[config.mk]
export PLATFORM = sky130hd
export DESIGN_NAME = memory_game_fsm_param
export DESIGN_NICKNAME = d
export VERILOG_FILES = /design/src/rtl/memory_game_pkg.sv /design/src/rtl/game_step_timer.sv /design/src/rtl/memory_game_fsm_param.sv
export SDC_FILE = /design/constraint.sdc
export NUM_CORES = 1
export LEC_CHECK = 0
export ABC_AREA = 0
export BUFFER_PORTS_ARGS = -buffer_cell sky130_fd_sc_hd__buf_4
export CORE_MARGIN = 5
export CORE_UTILIZATION = 35
export CTS_CLUSTER_DIAMETER = 30
export DETAILED_ROUTE_END_ITERATION = 6
export PLACE_DENSITY = 0.62
export SYNTH_ARGS = -nofsm -noshare
export SYNTH_HDL_FRONTEND = slang
export SYNTH_SLANG_ARGS = --single-unit
[constraint.sdc]
create_clock -name i_Clk -period 4.6 [get_ports i_Clk]
set_input_delay 1.15 -clock i_Clk [delete_from_list [all_inputs] [get_ports i_Clk]]
set_output_delay 1.15 -clock i_Clk [all_outputs]
set_load 0.005 [all_outputs]
[src/rtl/memory_game_pkg.sv]
`default_nettype none
//==============================================================================
// Package  : memory_game_pkg
// Summary  : Shared state encoding and score codes for the LED memory game.
// Revision : 1.0 - initial release
//==============================================================================
package memory_game_pkg;

    typedef enum logic [2:0] {
        START        = 3'd0,
        PATTERN_OFF  = 3'd1,
        PATTERN_SHOW = 3'd2,
        WAIT_PLAYER  = 3'd3,
        INCR_SCORE   = 3'd4,
        WINNER       = 3'd5,
        LOSER        = 3'd6
    } state_e;

    localparam logic [3:0] SCORE_WIN  = 4'hA;
    localparam logic [3:0] SCORE_LOSE = 4'hF;

endpackage
`default_nettype wire

[src/rtl/game_step_timer.sv]
`default_nettype none
//==============================================================================
// Module   : game_step_timer
// Summary  : Free-running step pulse generator, restartable by i_Clear.
// Revision : 1.0 - initial release
//==============================================================================
module game_step_timer #(
    parameter int CLKS_PER_STEP = 6250000
) (
    input  logic i_Clk,
    input  logic i_Reset,
    input  logic i_Clear,
    input  logic i_Enable,
    output logic o_Step
);

    localparam int               CNT_W   = $clog2(CLKS_PER_STEP);
    localparam logic [CNT_W-1:0] CNT_MAX = CNT_W'(CLKS_PER_STEP - 1);

    logic [CNT_W-1:0] count_q;
    logic [CNT_W-1:0] count_d;

    // The pulse is taken from the count alone so the FSM can use it to
    // decide its next state without forming a loop through i_Clear.
    assign o_Step = i_Enable && (count_q == CNT_MAX);

    always_comb begin
        count_d = count_q;
        if (i_Clear || !i_Enable || (count_q == CNT_MAX)) begin
            count_d = '0;
        end else begin
            count_d = count_q + CNT_W'(1);
        end
    end

    always_ff @(posedge i_Clk or posedge i_Reset) begin
        if (i_Reset) begin
            count_q <= '0;
        end else begin
            count_q <= count_d;
        end
    end

endmodule
`default_nettype wire

[src/rtl/memory_game_fsm_param.sv]
`default_nettype none
//==============================================================================
// Module   : memory_game_fsm_param
// Summary  : Parametrised LED memory-game controller with inactivity timeout.
// Revision : 1.0 - initial release
//==============================================================================
module memory_game_fsm_param
    import memory_game_pkg::*;
#(
    parameter  int NUM_BUTTONS   = 4,
    parameter  int GAME_LIMIT    = 6,
    parameter  int CLKS_PER_STEP = 6250000,
    parameter  int TIMEOUT_STEPS = 16,
    localparam int ID_W          = $clog2(NUM_BUTTONS)
) (
    input  logic                       i_Clk,
    input  logic                       i_Reset,
    input  logic [NUM_BUTTONS-1:0]     i_Buttons,
    input  logic [GAME_LIMIT*ID_W-1:0] i_Rand_Data,
    output logic [NUM_BUTTONS-1:0]     o_LEDs,
    output logic [3:0]                 o_Score,
    output logic                       o_Game_Over
);

    localparam int              ID_W1      = ID_W + 1;
    localparam logic [ID_W:0]   NB_EXT     = ID_W1'(NUM_BUTTONS);
    localparam int              TO_W       = $clog2(TIMEOUT_STEPS + 1);
    localparam logic [TO_W-1:0] TO_LAST    = TO_W'(TIMEOUT_STEPS - 1);
    localparam logic [3:0]      LAST_SCORE = 4'(GAME_LIMIT - 1);

    state_e                 state_q, state_d;
    logic [3:0]             score_q, score_d;
    logic [3:0]             index_q, index_d;
    logic [TO_W-1:0]        to_q, to_d;
    logic [NUM_BUTTONS-1:0] prev_q;
    logic [NUM_BUTTONS-1:0] rel_q;
    logic [ID_W-1:0]        pattern_q [GAME_LIMIT];

    logic [ID_W-1:0]        w_capture [GAME_LIMIT];
    logic                   w_capture_en;
    logic                   w_step;
    logic                   w_enable;
    logic                   w_clear;
    logic                   w_accept;
    logic                   w_restart;
    logic                   w_multi;
    logic                   w_single;
    logic [3:0]             w_rel_count;
    logic [ID_W-1:0]        w_rel_id;
    logic [ID_W-1:0]        w_expect;

    // Out-of-range random fields fold back into the legal button range.
    for (genvar gi = 0; gi < GAME_LIMIT; gi++) begin : g_capture
        logic [ID_W-1:0] w_field;
        assign w_field       = i_Rand_Data[gi*ID_W +: ID_W];
        assign w_capture[gi] = ({1'b0, w_field} >= NB_EXT) ?
                               ID_W'({1'b0, w_field} - NB_EXT) : w_field;
    end

    always_comb begin
        w_rel_count = '0;
        w_rel_id    = '0;
        for (int k = 0; k < NUM_BUTTONS; k++) begin
            if (rel_q[k]) begin
                w_rel_count = w_rel_count + 4'd1;
                w_rel_id    = ID_W'(k);
            end
        end
        w_expect = '0;
        for (int i = 0; i < GAME_LIMIT; i++) begin
            if (index_q == 4'(i)) begin
                w_expect = pattern_q[i];
            end
        end
    end

    assign w_multi   = (w_rel_count > 4'd1);
    assign w_single  = (w_rel_count == 4'd1);
    assign w_restart = i_Buttons[0] & i_Buttons[1];
    assign w_enable  = (state_q == PATTERN_OFF) || (state_q == PATTERN_SHOW) ||
                       (state_q == WAIT_PLAYER);

    game_step_timer #(
        .CLKS_PER_STEP (CLKS_PER_STEP)
    ) u_step_timer (
        .i_Clk    (i_Clk),
        .i_Reset  (i_Reset),
        .i_Clear  (w_clear),
        .i_Enable (w_enable),
        .o_Step   (w_step)
    );

    always_comb begin
        state_d      = state_q;
        score_d      = score_q;
        index_d      = index_q;
        to_d         = to_q;
        w_capture_en = 1'b0;
        w_accept     = 1'b0;
        w_clear      = 1'b0;
        if (w_restart) begin
            state_d = START;
        end else begin
            case (state_q)
                START: begin
                    if (!i_Buttons[0] && !i_Buttons[1] && (|rel_q)) begin
                        state_d      = PATTERN_OFF;
                        score_d      = '0;
                        index_d      = '0;
                        w_capture_en = 1'b1;
                    end
                end
                PATTERN_OFF: begin
                    if (w_step) begin
                        state_d = PATTERN_SHOW;
                    end
                end
                PATTERN_SHOW: begin
                    if (w_step) begin
                        if (index_q == score_q) begin
                            index_d = '0;
                            state_d = WAIT_PLAYER;
                        end else begin
                            index_d = index_q + 4'd1;
                            state_d = PATTERN_OFF;
                        end
                    end
                end
                WAIT_PLAYER: begin
                    if (w_multi) begin
                        state_d = LOSER;
                    end else if (w_single && (w_rel_id != w_expect)) begin
                        state_d = LOSER;
                    end else if (w_single) begin
                        w_accept = 1'b1;
                        if (index_q == score_q) begin
                            index_d = '0;
                            state_d = INCR_SCORE;
                        end else begin
                            index_d = index_q + 4'd1;
                        end
                    end else if (w_step) begin
                        if (to_q == TO_LAST) begin
                            state_d = LOSER;
                        end else begin
                            to_d = to_q + TO_W'(1);
                        end
                    end
                end
                INCR_SCORE: begin
                    score_d = score_q + 4'd1;
                    state_d = (score_q == LAST_SCORE) ? WINNER : PATTERN_OFF;
                end
                WINNER, LOSER: begin
                    state_d = state_q;
                end
                default: begin
                    state_d = START;
                end
            endcase
        end
        // Terminal scores are loaded on entry so no transient value is shown.
        if (state_d == WINNER) begin
            score_d = SCORE_WIN;
        end
        if (state_d == LOSER) begin
            score_d = SCORE_LOSE;
        end
        w_clear = (state_d != state_q) || w_accept;
        if (w_clear) begin
            to_d = '0;
        end
    end

    always_comb begin
        o_LEDs = '0;
        case (state_q)
            START, WAIT_PLAYER: o_LEDs = i_Buttons;
            PATTERN_SHOW:       o_LEDs = {{(NUM_BUTTONS-1){1'b0}}, 1'b1} << w_expect;
            WINNER:             o_LEDs = '1;
            default:            o_LEDs = '0;
        endcase
    end

    assign o_Game_Over = (state_q == WINNER) || (state_q == LOSER);
    assign o_Score     = score_q;

    always_ff @(posedge i_Clk or posedge i_Reset) begin
        if (i_Reset) begin
            state_q <= START;
            score_q <= '0;
            index_q <= '0;
            to_q    <= '0;
            prev_q  <= '0;
            rel_q   <= '0;
            for (int i = 0; i < GAME_LIMIT; i++) begin
                pattern_q[i] <= '0;
            end
        end else begin
            state_q <= state_d;
            score_q <= score_d;
            index_q <= index_d;
            to_q    <= to_d;
            prev_q  <= i_Buttons;
            rel_q   <= prev_q & ~i_Buttons;
            if (w_capture_en) begin
                for (int i = 0; i < GAME_LIMIT; i++) begin
                    pattern_q[i] <= w_capture[i];
                end
            end
        end
    end

endmodule
`default_nettype wire

==> metrics.md <==
| Metric | Value |
|---|---|
| Post-CTS sizing | `0` |
| Max frequency | `0.2324 GHz` |
| DRT Pass-1 Iters | `5` |
| Critical Path End Type | `output port` |
| Largest net degree at the start of global routing | `41` |
| Top delay family on crit path | `simple AND/OR/NAND/NOR gates` |
| Worst path required time | `3.45 ns` |
| Clk_lat worst skew | `0.34 ns` |
| RSZ-0062 raised after global routing | `no` |
| Final slew viol count | `0` |
| M3 GR Usage | `3.850%` |
| EDFF count, synth | `0` |
| Top cell by count, worst path | `o21ai_0` |
| CTS Buf Count | `9` |
| Setup Skew | `0.01508 ns` |
| Initial drt markers | `188` |
| Share of power burned in registers | `42.3%` |
| Mapped cell area | `3725 um2` |
| Antenna viol nets, final | `0` |
| Design area | `4267 um2` |
| Clock Sinks | `59` |
| Top-level I/O count | `27` |
| Final hold vios | `0` |
| Post-Place Cells | `533` |
| CP max FO | `5` |
| Met2 Usage GRT | `20.73%` |
| # rows | `37` |
| Hold Startpoint | `prev_q[0]` |
| Setup TNS Final | `0 ns` |
| CP Launch Type | `register` |
| Setup WS post-layout | `0.2966 ns` |
| Hold Path Class | `reg2reg` |
| Crit path cell chain | `inv_1 > ha_1 > nor3b_1 > or4_1 > o22a_1 > or4_4 > o21ai_0 > a22oi_1 > o21ai_0 > buf_4` |
| Switch Pwr | `0.3926 mW` |
| DRT Wirelength | `8001 um` |
| Routed len/inst | `14.57 um` |
| GRT met1 Usage | `17.82%` |
| Nets | `438` |
| Worst-path clk slew | `0.06 ns` |
| Total gr overflow | `0` |
| Ant. Diodes | `0` |
| Int Power | `1.003 mW` |
| Asr flop ratio synth | `100.0%` |
| Placement Cell Area | `4039 um2` |
| Pleak | `1.745 nW` |
| CTS tree | `done` |
| Post-route DRC violation count | `0` |
| Hold Buf Count CTS | `0` |
| Core footprint | `10370 um2` |
| Slew HR | `34.12%` |
| Library cells used by synthesis | `59` |
| Crit path DAT | `3.15 ns` |
| Root Driver | `clkbuf_8` |
| DIE WIDTH | `113.2 um` |
| Slowest cell on crit path | `or4_4` |
| Net Sw Frac | `28.12%` |
| Die Span Y | `113.2 um` |
| Via count | `2931` |
| Maximum clock insertion buffer count | `2` |
| Number of max-cap violations | `0` |
| Dpl ws | `0.5246 ns` |
| CTS HTree Levels | `3` |
| Die area | `12810 um2` |
| Peak supply drop | `127.5 uV` |
| Commonest cells after routing, fill and taps aside | `dfrtp_1 (59), nand2_1 (32), buf_4 (29), nor2_1 (23), o21ai_0 (18)` |
| Comb power frac | `19.0%` |
| CP Launch Point | `index_q[0]` |
| Post-Syn Nets | `414` |
| Worst R2R Start | `index_q[0]` |
| Initial Util | `35.92%` |
| Top_reg_cell synth | `dfrtp_1` |
| #FFs+latches synth | `59` |
| Post-route clock period utilization | `93.55%` |
| Cells after Synth | `384` |
| Gr usage total | `13.38%` |
| Clock share of power | `38.6%` |
| CP Buf/Inv Count | `2` |
| Final setup vio count | `0` |
| CP Class | `reg2out` |
| Final Core Density | `41.14%` |
| Via density | `5.339` |
| Global routing's busiest layer | `met2` |
| First-pass GRT wire length | `14130 um` |
| Area growth syn-to-layout | `14.54%` |
| Hold_ws | `0.4651 ns` |
| Final GP Congestion | `0.8490` |
| Yosys Warn Count | `0` |
| Dpl hpwl | `5636 um` |
| Worst slew pin tran | `0.9883 ns` |
| PortBufs | `26` |
| Antenna violations before repair | `0` |
| Fraction of layout cells with a size suffix above 1 | `22.03%` |
| Setup Fix Bufs, Post-CTS | `0` |
| Sequential fraction of the synthesis area | `39.64%` |
| Synthesized area per cell | `9.700 um2` |
| Slowest stage delay, CP | `0.55 ns` |
| Fin crit period | `4.303 ns` |
| Pwr dens | `327.2 nW/um2` |
| Pwr Total | `1.396 mW` |
| Vias in the first global route | `2931` |
| Status | `completed` |
| Non-Filler Instances | `549` |
| Most common library cell in the layout ignoring fill and taps | `dfrtp_1` |
==> power groups by stage <==
stage               sequential, mW  clock [mW]  combinational (mW)
floorplan                    0.583           0               0.223
global placement             0.600           0               0.262
detailed placement           0.601           0               0.266
CTS                          0.591       0.552               0.268
global route                 0.596       0.584               0.299
finish                       0.591       0.539               0.266
==> layer usage <==
metal,part of all wire (%),vias to the layer above
li1,-,1443
met4,1.2,0
met1,47,1399
met5,0,-
met2,46,82
met3,5.9,7
==> worst paths after layout <==
| check | to | slack [ns] | cells past startpoint |
|---|---|---|---|
| max | o_LEDs[3] | 0.30 | 10 |
| max reg2reg | u_step_timer.count_q[9] | 0.52 | 11 |
| min in group asynchronous | u_step_timer.count_q[3] | 0.99 | 2 |
| min reg2reg | rel_q[0] | 0.47 | 1 |
| max in group asynchronous | o_Score[1] | 2.82 | 3 |
| min | rel_q[0] | 0.47 | 1 |
==> registers in the layout, indices dropped and copies added, names as in the netlist <==
register	flops
rel_q	4
state_q	3
to_q	5
u_step_timer.count_q	23
prev_q	4
pattern_q	12
o_Score	4
index_q	4
==> logic make-up after synthesis <==
group / after synthesis / share of synthesized area [%]
flip-flops: 59 / 39.64
buffers and inverters: 31 / 3.594
AO/OA/AOI/OAI: 63 / 12.29
adder cells (fa/ha/maj): 12 / 4.031
XOR/XNOR: 31 / 7.289
multiplexers: 18 / 5.307
AND/OR/NAND/NOR: 170 / 27.85
==> cell type report <==
| class | instances | area, um2 |
|---|---|---|
| Inverter | 15 | 56.30 |
| Tap cell | 136 | 170.2 |
| Sequential cell | 59 | 1476 |
| Clock inverter | 4 | 72.57 |
| Timing Repair Buffer | 29 | 217.7 |
| Multi-Input combinational cell | 294 | 2118 |
| Clock buffer | 12 | 155.1 |
| Fill cell | 1036 | 6103 |
==> cells in the mapped netlist, drive strengths merged, types with 2 or more instances <==
cell type | instances | area share (%)
or2 | 4 | 0.67
or4 | 3 | 0.71
nor4 | 26 | 6.7
and2 | 5 | 0.84
nor3b | 5 | 1.0
a2111oi | 2 | 0.97
inv | 14 | 1.4
o31a | 3 | 0.71
mux2i | 4 | 1.1
xor2 | 14 | 3.3
dfrtp | 59 | 40
ha | 12 | 4.0
or3 | 2 | 0.34
nand2 | 33 | 3.4
nand3 | 16 | 2.1
and4 | 2 | 0.47
a21oi | 12 | 1.6
mux2 | 14 | 4.2
a22oi | 4 | 0.81
nor2 | 23 | 2.3
nand3b | 2 | 0.40
nor2b | 6 | 1.0
a211oi | 3 | 0.60
nand4 | 8 | 1.7
xnor2 | 17 | 4.0
nor3 | 13 | 1.7
buf | 7 | 1.2
o211ai | 2 | 0.40
a21boi | 3 | 0.60
clkbuf | 9 | 0.91
a31o | 3 | 0.71
and3 | 10 | 1.7
nand2b | 6 | 1.0
nor4b | 3 | 0.87
o21a | 2 | 0.40
o21ai | 19 | 2.6
Power figures use the tool's default switching activity.
